`config.mk`:
```
export PLATFORM = sky130hd
export DESIGN_NAME = keypad_scanner
export DESIGN_NICKNAME = d
export VERILOG_FILES = /design/src/rtl/keypad_scanner.sv
export SDC_FILE = /design/constraint.sdc
export NUM_CORES = 1
export LEC_CHECK = 0
export ABC_CLOCK_PERIOD_IN_PS = 1700
export CAP_MARGIN = 15
export CORE_MARGIN = 5
export CORE_UTILIZATION = 30
export DETAILED_ROUTE_END_ITERATION = 16
export HOLD_SLACK_MARGIN = 0.02
export SLEW_MARGIN = 20
export SYNTH_ARGS = -nofsm -noshare
export SYNTH_HDL_FRONTEND = slang
export SYNTH_SLANG_ARGS = --single-unit
```
`constraint.sdc`:
```
create_clock -name clk -period 1.7 [get_ports clk]
set_input_delay 0.51 -clock clk [delete_from_list [all_inputs] [get_ports clk]]
set_output_delay 0.51 -clock clk [all_outputs]
set_load 0.1 [all_outputs]
```
`src/rtl/keypad_scanner.sv`:
```
// keypad_scanner: scans a 4x4 active-low matrix keypad one column at a time,
// debounces press and release on scan ticks, and reports each accepted key
// as a code on key together with a single-cycle trig pulse.
module keypad_scanner #(
  parameter int WIDTH    = 4,
  parameter int SCAN_DIV = 50000,
  parameter int DEBOUNCE = 4
) (
  input  logic             clk,
  input  logic             reset,
  input  logic [3:0]       row,
  output logic [3:0]       col,
  output logic [WIDTH-1:0] key,
  output logic             trig
);

  localparam int DIV_W = (SCAN_DIV > 2) ? $clog2(SCAN_DIV) : 1;
  localparam int CNT_W = $clog2(DEBOUNCE + 1);

  typedef enum logic [1:0] {
    ST_SCAN,
    ST_DEBOUNCE,
    ST_PRESSED,
    ST_RELEASE
  } state_t;

  logic [3:0]       row_p0;
  logic [3:0]       rs;
  logic [DIV_W-1:0] div;
  logic             tick;

  state_t           state, state_nx;
  logic [1:0]       ci, ci_nx;
  logic [1:0]       ri, ri_nx;
  logic [CNT_W-1:0] cnt, cnt_nx, cnt_inc;
  logic [WIDTH-1:0] key_nx;
  logic             trig_nx;

  // Priority pick: the lowest-numbered row reading low wins.
  function automatic logic [1:0] lowest_low(input logic [3:0] r);
    logic [1:0] idx;
    if (!r[0])      idx = 2'd0;
    else if (!r[1]) idx = 2'd1;
    else if (!r[2]) idx = 2'd2;
    else            idx = 2'd3;
    return idx;
  endfunction

  assign tick    = (div == DIV_W'(SCAN_DIV - 1));
  assign cnt_inc = cnt + 1'b1;
  assign col     = ~(4'b0001 << ci);

  // Two-flop synchronizer for the asynchronous row lines; idle level is high.
  always_ff @(posedge clk or negedge reset) begin
    if (!reset) begin
      row_p0 <= 4'hF;
      rs     <= 4'hF;
    end else begin
      row_p0 <= row;
      rs     <= row_p0;
    end
  end

  // Free-running scan divider producing one tick every SCAN_DIV cycles.
  always_ff @(posedge clk or negedge reset) begin
    if (!reset)    div <= '0;
    else if (tick) div <= '0;
    else           div <= div + 1'b1;
  end

  // State register for the scan/debounce FSM and its outputs.
  always_ff @(posedge clk or negedge reset) begin
    if (!reset) begin
      state <= ST_SCAN;
      ci    <= 2'd0;
      ri    <= 2'd0;
      cnt   <= '0;
      key   <= '0;
      trig  <= 1'b0;
    end else begin
      state <= state_nx;
      ci    <= ci_nx;
      ri    <= ri_nx;
      cnt   <= cnt_nx;
      key   <= key_nx;
      trig  <= trig_nx;
    end
  end

  // Next-state logic; everything holds except on tick cycles.
  always_comb begin
    state_nx = state;
    ci_nx    = ci;
    ri_nx    = ri;
    cnt_nx   = cnt;
    key_nx   = key;
    trig_nx  = 1'b0;
    if (tick) begin
      case (state)
        ST_SCAN: begin
          if (&rs) begin
            ci_nx = ci + 2'd1;
          end else begin
            ri_nx    = lowest_low(rs);
            cnt_nx   = '0;
            state_nx = ST_DEBOUNCE;
          end
        end
        ST_DEBOUNCE: begin
          if (!rs[ri]) begin
            cnt_nx = cnt_inc;
            if (cnt_inc == CNT_W'(DEBOUNCE)) begin
              state_nx = ST_PRESSED;
              key_nx   = WIDTH'({ri, ci});
              trig_nx  = 1'b1;
            end
          end else begin
            state_nx = ST_SCAN;
            ci_nx    = ci + 2'd1;
          end
        end
        ST_PRESSED: begin
          if (rs[ri]) begin
            cnt_nx   = '0;
            state_nx = ST_RELEASE;
          end
        end
        ST_RELEASE: begin
          if (rs[ri]) begin
            cnt_nx = cnt_inc;
            if (cnt_inc == CNT_W'(DEBOUNCE)) begin
              state_nx = ST_SCAN;
              ci_nx    = ci + 2'd1;
            end
          end else begin
            state_nx = ST_PRESSED;
          end
        end
        default: state_nx = ST_SCAN;
      endcase
    end
  end

endmodule

```
# After elaboration in Yosys (flattened, before gate mapping)
# Index checks and enable logic that the tools add are counted.
[op_classes]
reduce_logical = 8
bitwise = 3
n_lt_le_gt_ge = 1
n_eq_ne = 14
add_sub_neg = 3
mux = 27
shifts = 1
[op_table]
columns = ["op", "count"]
rows = [
  ["2-bit two-way mux", 12],
  ["16-bit by 1-bit adder with 16-bit output (second input constant)", 1],
  ["16-bit equality test (second input constant)", 1],
  ["16-bit two-way mux", 1],
  ["2-bit inequality test (second input constant)", 7],
  ["3-bit two-way mux", 4],
  ["3-bit case mux with 4 select lines", 1],
  ["5-bit AND reduction", 2],
  ["2-bit case mux with 4 select lines", 1],
  ["4-bit AND reduction", 2],
  ["1-bit two-way mux", 6],
  ["3-bit inequality test (second input constant)", 2],
  ["2-bit case mux with 3 select lines", 1],
  ["6-bit AND reduction", 1],
  ["2-bit equality test (second input constant)", 2],
  ["4-bit inverter", 1],
  ["1-bit by 2-bit << shifter with 4-bit output (first input constant)", 1],
  ["3-bit by 1-bit adder with 3-bit output (second input constant)", 1],
  ["3-bit equality test (second input constant)", 1],
  ["2-bit by 3-bit < comparator with 1-bit output (second input constant)", 1],
  ["3-bit AND reduction", 1],
  ["3-bit nonzero test", 1],
  ["2-bit by 1-bit adder with 2-bit output (second input constant)", 1],
  ["1-bit binary-select mux with 2-bit select", 1],
  ["other kinds (3)", 4],
]
[word_totals]
regBits = 38
inputBits = 6
wordCells = 66

# Longest topological paths before layout
# Gate-level depths: netlist of the first run.
[depth]
ltp_word = 6
ltp_mapped = 6
depth_no_buf = 5

# Worst setup path after synthesis of the first run
# No wires, ideal clock.
[synth_timing]
path_kind = "register -> register"
start = "register ri[1]"
end = "register ci[1]"
path_stages_with_launch = 5
setup_slack_ps = -89
setup_time_ps = 125
arrival_ps = 1665
period_less_slack_ps = 1789
required_time_ps = 1575
cell_sequence = "dfrtp_1 > mux4_2 > and2_2 > o221ai_2 > mux2_2"
[synth_between]
elab_chain_len = 4
[synth_lines]
columns = ["item", "line", "rtl"]
rows = [
  ["start: declaration", "34", "logic [1:0] ri, ri_nx;"],
  ["start signal: assignment", "83", "ri <= ri_nx;"],
  ["1-bit binary-select mux with 2-bit select *", "110, 129", ""],
  ["1-bit two-way mux (not written as such) *", "110, 129", ""],
  ["2-bit inequality test (no source line)", "-", ""],
  ["6-bit AND reduction (no source line) *", "-", ""],
  ["end signal: assignment", "82", "ci <= ci_nx;"],
  ["end: declaration", "33", "logic [1:0] ci, ci_nx;"],
]
# Every way passes the cells marked *; elsewhere a longest branch is shown, timed or not. The select of a mux whose other input is x is not followed.
# A chain may end at the register's enable or synchronous reset.

# Worst setup path after layout of the first run
[layout_timing]
start = "register ci[1]"
end = "output port col[1]"
[layout_between]
elab_chain_len = 2
[layout_lines]
columns = ["item", "line", "rtl"]
rows = [
  ["1-bit by 2-bit << shifter with 4-bit output", "51", "assign col = ~(4'b0001 << ci);"],
  ["4-bit inverter", "51", ""],
  ["end: declaration", "12", "output logic [3:0] col,"],
]
# Every way passes these cells.

==> key figures, run 1 <==
Pwr
  • Sw frac: around 18%
  • Power Dens Cells: 742.5 nW/um^2
  • Logic pwr share: 2.6%
  • Reg power frac: 48.4%
  • Int Pwr: 1569 uW
  • NetSw: roughly 340 uW
  • Post-layout total power: 1912 uW
  • Worst VDD drop: ~0.38 mV
  • Clock share of power: 49.0%
  • Leakage: 0.001190 uW

Synthesis
  • Synthesized net count: ~160
  • Synthesized area per cell: around 12 sq um
  • Synth Warn #: 0
  • Post-synthesis async set-or-reset flop share: between 90% and 100%
  • Register area share after synthesis: ~56%
  • EDFF count, synth: 0
  • Distinct cells, synth: 35
  • Main synth FF type: dfrtp_1
  • Synth Register Bits: 38
  • Post-Syn Area: 1730 sq um
  • Synth Instances: 149

Timing
  • PnR worst setup slack: -99.62 ps
  • Pins Over Slew Limit: 0
  • RSZ-0062 raised after global routing: true
  • Fin crit share: 105.9%
  • Fmax: 0.5557 GHz
  • Setup Viol. Count Final: 11
  • Setup TNS: -554.4 ps
  • Skew final: 6.975 ps
  • Min Tclk post-route: 1800 ps
  • Rel. slew slack: 70.12%
  • Hold Vio Cnt, Final: 0
  • Worst-Margin Slew: 448.2 ps

Outcome
  • Status: complete, but fails checks
  • Failing checks: negative setup slack

Place
  • Routability cong.: 0.7345
  • Pre-CTS WS: -219.1 ps
  • Post-DP HPWL: roughly 2400 um
  • Placed Cells: 258
  • Input/output buffers: 14

GRT
  • First-pass GRT wire length: 5664 um
  • Total grt overflow: 0
  • GRT Total Usage: 9.733%
  • Number of global-route vias before repair: 1251
  • Antenna violations before repair: 0
  • Largest net degree at the start of global routing: 21

Detailed routing
  • DRT iter0 DRCs: 52
  • Total routed wirelength: ~3400 um
  • DRC violation count after routing: 0
  • Via count: 1264
  • Final ANT Viol Nets: 0
  • Wirelength per Cell: approximately 13 um
  • Via-to-Cell Ratio: 4.630
  • DRT Pass-1 Iters: 4

Worst setup path
  • R2R Path End: key[3]$_DFFE_PN0P_
  • Crit end category: primary output
  • Worst r2r path cells: 5
  • Worst-path maximum fanout: 4
  • Worst EP required: 1190 ps
  • RR Startpoint: ri[1]$_DFFE_PN0P_
  • FF-to-FF setup slack: -60 ps
  • Critical Path Start Type: flop
  • WS Path Type: flop to primary output
  • CP arrival: 1290 ps

Flow run
  • Max-cap violation count: 0

Floorplan
  • Die Wd: around 86 um
  • Starting Density: a little under a third
  • Placeable Area: 5540 sq um
  • Die footprint: between 7000 and 8000 sq um
  • Die span in y: roughly 86 um
  • Row count: 27
  • IO Pins: 15

Cells and area
  • Post-Layout Cell Count: 273
  • Share of cells above drive strength 1: 47.26%
  • Antenna diode count: 0
  • Layout area overhead: 48.81%
  • Nets: roughly 210

Clock network
  • Total CTS buffers: 5
  • # clock sinks: 38
  • Clock latency on the worst-skew pair: 290 ps
  • CTS Buffer Depth: 2
  • CTS tree: yes
  • H-tree Lvls: 2
  • Root buf cell: clkbuf_8
  • Clock Pin Slew Worst Setup and Hold Paths: 80 ps

Worst hold path
  • Hold Path Class: primary input to async pin
critical path: stages, from the launching register on:
cell        delay (ps)
dfrtp_1            440
inv_2              110
ha_2               190
clkinvlp_4          90
buf_12             170
layer usage:
metal,GRT usage (%),share of wire (%)
met2,15.84,50
met1,11.87,45
met5,0,0
met4,5.180,2.0
met3,2.305,2.9
cells in the final DEF (no fill, tap or decap), types with 2 or more instances in the layout:
master           netlist  layout
nand2_1                6       6
a21oi_1                5       4
inv_1                 11       5
o21ai_0                3       3
and2_1                 2       2
nand3_1                8       4
dfrtp_1               30      29
nor2b_1                3       3
ha_2                   0       3
buf_4                  0      31
clkbuf_8               0       6
or4_1                  2       2
nand3_2                0       4
bufinv_16              0       2
and3_1                 6       4
nor2_1                12      11
clkinvlp_4             0       4
buf_12                 0      10
nand4_1                3       3
mux2i_1                3       2
mux2_2                 6       5
and4_4                 0       2
ha_1                   7       2
xor2_1                 8       8
xnor2_1                6       6
ha_4                   0       2
dfstp_2                8       8
and4b_1                2       2
clkdlybuf4s50_1        0       4
worst max-delay path by stage:
stage | start | to | slack (ps) | depth (start not counted)
6_report | ci[1]$_DFFE_PN0P_ | col[1] | -100 | 4
5_1_grt | ri[1]$_DFFE_PN0P_ | cnt[2]$_DFFE_PN0P_ | -170 | 4
4_1_cts | ri[1]$_DFFE_PN0P_ | cnt[2]$_DFFE_PN0P_ | -120 | 4
3_5_place_dp | div[13]$_DFF_PN0_ | cnt[2]$_DFFE_PN0P_ | -220 | 4
3_3_place_gp | div[13]$_DFF_PN0_ | cnt[2]$_DFFE_PN0P_ | -220 | 4
2_1_floorplan | ri[1]$_DFFE_PN0P_ | ci[1]$_DFFE_PN0P_ | -30 | 4
flip-flops by register name, indices dropped and copies added (netlist names), named ones only:
name,count
ci,2
row_p0,4
cnt,3
ri,2
rs,4
trig,1
key,4
div,16
state,1
cell type report:
type,count,area (sq um)
Timing Repair Buffer,47,489.2
Tap cell,72,90.09
Inverter,11,58.81
Multi-Input combinational cell,97,832.0
Clock buffer,6,82.58
Fill cell,548,2965
Clock inverter,2,60.06
Sequential cell,38,962.2
through the flow:
| step | utilization [%] | cell area (sq um) | hold WS [ps] |
|---|---|---|---|
| floorplan | - | 1757 | 214.4 |
| global placement | 40.99 | 2271 | 345.4 |
| global route | 46.48 | 2575 | 186.7 |
| finish | 46.48 | 2575 | 163.0 |
| detailed placement | 40.99 | 2271 | 348.8 |
| CTS | 44.69 | 2476 | 166.3 |
Yosys cell counts (5+ instances only):
cell type   n  area (sq um)
and3_1      6         37.54
dfrtp_1    30         750.7
nor2_1     12         45.04
nand2_1     6         22.52
nand3_1     8         40.04
mux2_2      6         67.56
xor2_1      8         70.07
a21oi_1     5         25.02
inv_1      11         41.29
ha_1        7         87.58
dfstp_2     8         210.2
xnor2_1     6         52.55
cells by family after synthesis:
family,share of synthesized area (%)
muxes,6.941
buffers and inverters,3.326
and+or+nand+nor,16.99
DFF,55.53
adders and majority gates,5.061
xor gates and xnor gates,7.086
AOI/OAI and AO/OA,5.061
power groups by stage:
stage | Clock (uW) | Sequential, uW | Combinational [uW]
6_report | 938 | 925 | 49.0
5_1_grt | 1010 | 926 | 56.1
4_1_cts | 970 | 925 | 48.1
3_5_place_dp | 0 | 942 | 48.0
3_3_place_gp | 0 | 941 | 47.2
2_1_floorplan | 0 | 942 | 8.16
timing repair:
action | 4_1_cts | 5_1_grt
gates cloned | 0 | 1
pin swaps | 2 | 4
buffers inserted | 4 | 2
resized for setup | 12 | 15
endpoints found under the hold margin | 0 | 0
hold buffers | 0 | 0
setup endpoints to repair | 17 | 18
Note: power is estimated with default switching activity, not from simulation.
==> run 2: changes to the inputs <==
--- a/config.mk
+++ b/config.mk
@@ -6,7 +6,7 @@
 export NUM_CORES = 1
 export LEC_CHECK = 0
 export ABC_CLOCK_PERIOD_IN_PS = 1700
-export CAP_MARGIN = 15
+export CAP_MARGIN = 0
 export CORE_MARGIN = 5
 export CORE_UTILIZATION = 30
 export DETAILED_ROUTE_END_ITERATION = 16
==> results of run 2 <==
No change in the layout: final DEF, timing and power equal those of run 1.
==> run 3: changes to the inputs <==
--- a/config.mk
+++ b/config.mk
@@ -9,8 +9,10 @@
 export CAP_MARGIN = 0
 export CORE_MARGIN = 5
 export CORE_UTILIZATION = 30
+export CTS_CLUSTER_SIZE = 24
 export DETAILED_ROUTE_END_ITERATION = 16
 export HOLD_SLACK_MARGIN = 0.02
+export SKIP_CTS_REPAIR_TIMING = 1
 export SLEW_MARGIN = 20
 export SYNTH_ARGS = -nofsm -noshare
 export SYNTH_HDL_FRONTEND = slang
==> run 3 against run 2 <==
Compared with the run above:
- non-clock buffer count shrank 4
- total power about the same
- largest power group unchanged
- worst setup slack improved by 1.9 ps
- via count decreased by 1.4%
- largest cell class unchanged
- utilization fell by 0.86 points
- cell count down 1.5%
- critical path type unchanged
- clock power barely moved
- highest routed layer unchanged
- wire length decreased by 1.6%
- worst hold slack lost 2.9 ps
- the flow still finishes with violations (negative setup slack)
==> key figures, run 3 (synthesis results as in run 1) <==
Worst setup path
  • RR Startpoint: ri[1]$_DFFE_PN0P_ (unchanged)
  • FF-to-FF setup slack: -60 ps (about the same)
  • CP endpoint: col[2] (was col[1])
  • Worst r2r path cells: 5 (unchanged)
  • Crit end category: primary output (unchanged)
  • Critical Path Start Type: flop (unchanged)
  • Worst EP required: 1190 ps (about the same)
  • CP arrival: 1290 ps (about the same)
  • Origin of the worst setup path: ci[0]$_DFFE_PN0P_ (was ci[1]$_DFFE_PN0P_)
  • WS Path Type: flop to primary output (unchanged)
  • R2R Path End: key[3]$_DFFE_PN0P_ (unchanged)
  • Worst-path maximum fanout: 5 (was 4)

Detailed routing
  • Wirelength per Cell: 12.49 um (was 12.51 um)
  • Via-to-Cell Ratio: 4.632 (was 4.630)
  • Total routed wirelength: 3361 um (was 3415 um)
  • DRC violation count after routing: 0 (unchanged)
  • Via count: 1246 (was 1264)
  • DRT iter0 DRCs: 73 (was 52)
  • DRT Pass-1 Iters: 4 (unchanged)
  • Final ANT Viol Nets: 0 (unchanged)

Floorplan
  • Row count: 27 (unchanged)
  • Die footprint: 7387 sq um (unchanged)
  • Die span in y: 85.95 um (unchanged)
  • Die Wd: 85.95 um (unchanged)
  • IO Pins: 15 (unchanged)
  • Placeable Area: 5540 sq um (unchanged)
  • Starting Density: 31.23% (unchanged)

Timing
  • Fmax: 0.5563 GHz (was 0.5557 GHz)
  • Fin crit share: 105.7% (was 105.9%)
  • Worst-Margin Slew: 445.6 ps (was 448.2 ps)
  • Min Tclk post-route: 1798 ps (was 1800 ps)
  • PnR worst setup slack: -97.72 ps (was -99.62 ps)
  • Rel. slew slack: 70.29% (was 70.12%)
  • Pins Over Slew Limit: 0 (unchanged)
  • RSZ-0062 raised after global routing: true (unchanged)
  • Hold Vio Cnt, Final: 0 (unchanged)
  • Skew final: 7.967 ps (was 6.975 ps)
  • Setup Viol. Count Final: 11 (unchanged)

Cells and area
  • Multi-input logic area: 820.8 sq um (was 832.0 sq um)
  • Nets: 209 (was 213)
  • Most frequent cells in the layout: 29 x dfrtp_1, 28 x buf_4, 11 x nor2_1 (was 31 x buf_4, 29 x dfrtp_1, 11 x nor2_1)
  • Area occupied by registers: 962.2 sq um (unchanged)
  • Post-Layout Cell Count: 269 (was 273)
  • Final core utilization: 45.62% (was 46.48%)
  • Layout area overhead: 46.06% (was 48.81%)
  • Fillers: 550 (was 548)
  • Most flops, register: div (unchanged)
  • Most common cell after layout, fill and taps aside: dfrtp_1 (was buf_4)
  • Max FFs per register: 16 (unchanged)
  • Share of cells above drive strength 1: 45.69% (was 47.26%)
  • Antenna diode count: 0 (unchanged)

Pwr
  • Logic pwr share: 2.6% (about the same)
  • Power Dens Cells: 756.5 nW/um^2 (was 742.5 nW/um^2)
  • Sw frac: 17.94% (was 17.93%)
  • NetSw: 343.0 uW (was 342.8 uW)
  • Reg power frac: 48.4% (about the same)
  • Clock share of power: 49.1% (was 49.0%)
  • Worst VDD drop: 0.3842 mV (was 0.3840 mV)
  • Int Pwr: 1569 uW (about the same)
  • Leakage: 0.001165 uW (was 0.001190 uW)

GRT
  • Met2 Track Usage GR: 15.21% (was 15.84%)
  • Number of global-route vias before repair: 1211 (was 1251)
  • Global routing's busiest layer: met2 (unchanged)
  • First-pass GRT wire length: 5520 um (was 5664 um)
  • M3 GR Usage: 2.305% (unchanged)
  • Total grt overflow: 0 (unchanged)
  • GR Util met1: 11.63% (was 11.87%)
  • Largest net degree at the start of global routing: 21 (unchanged)
  • GRT Total Usage: 9.472% (was 9.733%)
  • Antenna violations before repair: 0 (unchanged)

Outcome
  • Failing checks: negative setup slack (unchanged)
  • Status: complete, but fails checks (unchanged)

Clock network
  • H-tree Lvls: 2 (unchanged)
  • CTS tree: yes (unchanged)
  • Root buf cell: clkbuf_8 (unchanged)
  • Total CTS buffers: 5 (unchanged)
  • CTS Buffer Depth: 2 (unchanged)
  • # clock sinks: 38 (unchanged)
  • Clock latency on the worst-skew pair: 290 ps (about the same)
  • Clock Pin Slew Worst Setup and Hold Paths: 80 ps (about the same)

Place
  • Input/output buffers: 14 (unchanged)
  • Post-DP HPWL: 2358 um (unchanged)
  • Routability cong.: 0.7345 (unchanged)
  • Placed Cells: 258 (unchanged)

Flow run
  • Max-cap violation count: 0 (unchanged)

Worst hold path
  • Hold Path Class: primary input to async pin (unchanged)
run 3: worst min-delay path by stage:
stage / start / endpoint / slack (ps) / cells after the start
floorplan: reset / async pin / 210 / 0
finish: reset / key[3]$_DFFE_PN0P_ / 160 / 1
CTS: reset / key[3]$_DFFE_PN0P_ / 170 / 1
global route: reset / div[2]$_DFF_PN0_ / 190 / 1
detailed placement: row_p0[2]$_DFF_PN1_ / rs[2]$_DFF_PN1_ / 350 / 0
global placement: row_p0[2]$_DFF_PN1_ / rs[2]$_DFF_PN1_ / 350 / 0
run 3: per-layer routing:
| layer | up-vias | part of all wire (%) |
|---|---|---|
| li1 | 609 | - |
| met1 | 612 | 45 |
| met2 | 18 | 49 |
| met3 | 7 | 3.3 |
| met4 | 0 | 2.4 |
| met5 | - | 0 |
run 3: worst max-delay path: stages (launching register included):
cell,delay [ps]
dfrtp_2,450
inv_2,90
ha_2,190
clkinvlp_4,90
buf_12,170
run 3: power by group through the flow:
stage	logic [uW]	clock network, uW	registers, uW
after global routing	56.1	1010	926
after global placement	47.2	0	941
after detailed placement	48.0	0	942
final	48.8	938	925
after CTS	48.1	970	925
after floorplan	8.16	0	942
run 3: final cells by class:
cell class              count  area share (%)
clock inverters             2           2.376
inverters                  11           2.228
well taps                  72           3.564
multi-input cells          97           32.48
repair buffers             43           18.02
flip-flops and latches     38           38.07
clock buffers               6           3.267
run 3: metrics by stage:
step                instance area [sq um]  total power, uW  worst slack, ps  hold WS, ps  TNS [ps]
detailed placement                   2271            990.5           -219.1        348.8     -1816
CTS                                  2414             1944           -241.8        166.3     -2755
floorplan                            1757            949.7           -27.52        214.4    -27.52
finish                               2527             1912           -97.72        160.2    -583.4
global route                         2527             1995           -167.0        186.7     -1659
global placement                     2271            988.6           -216.6        345.4     -1905
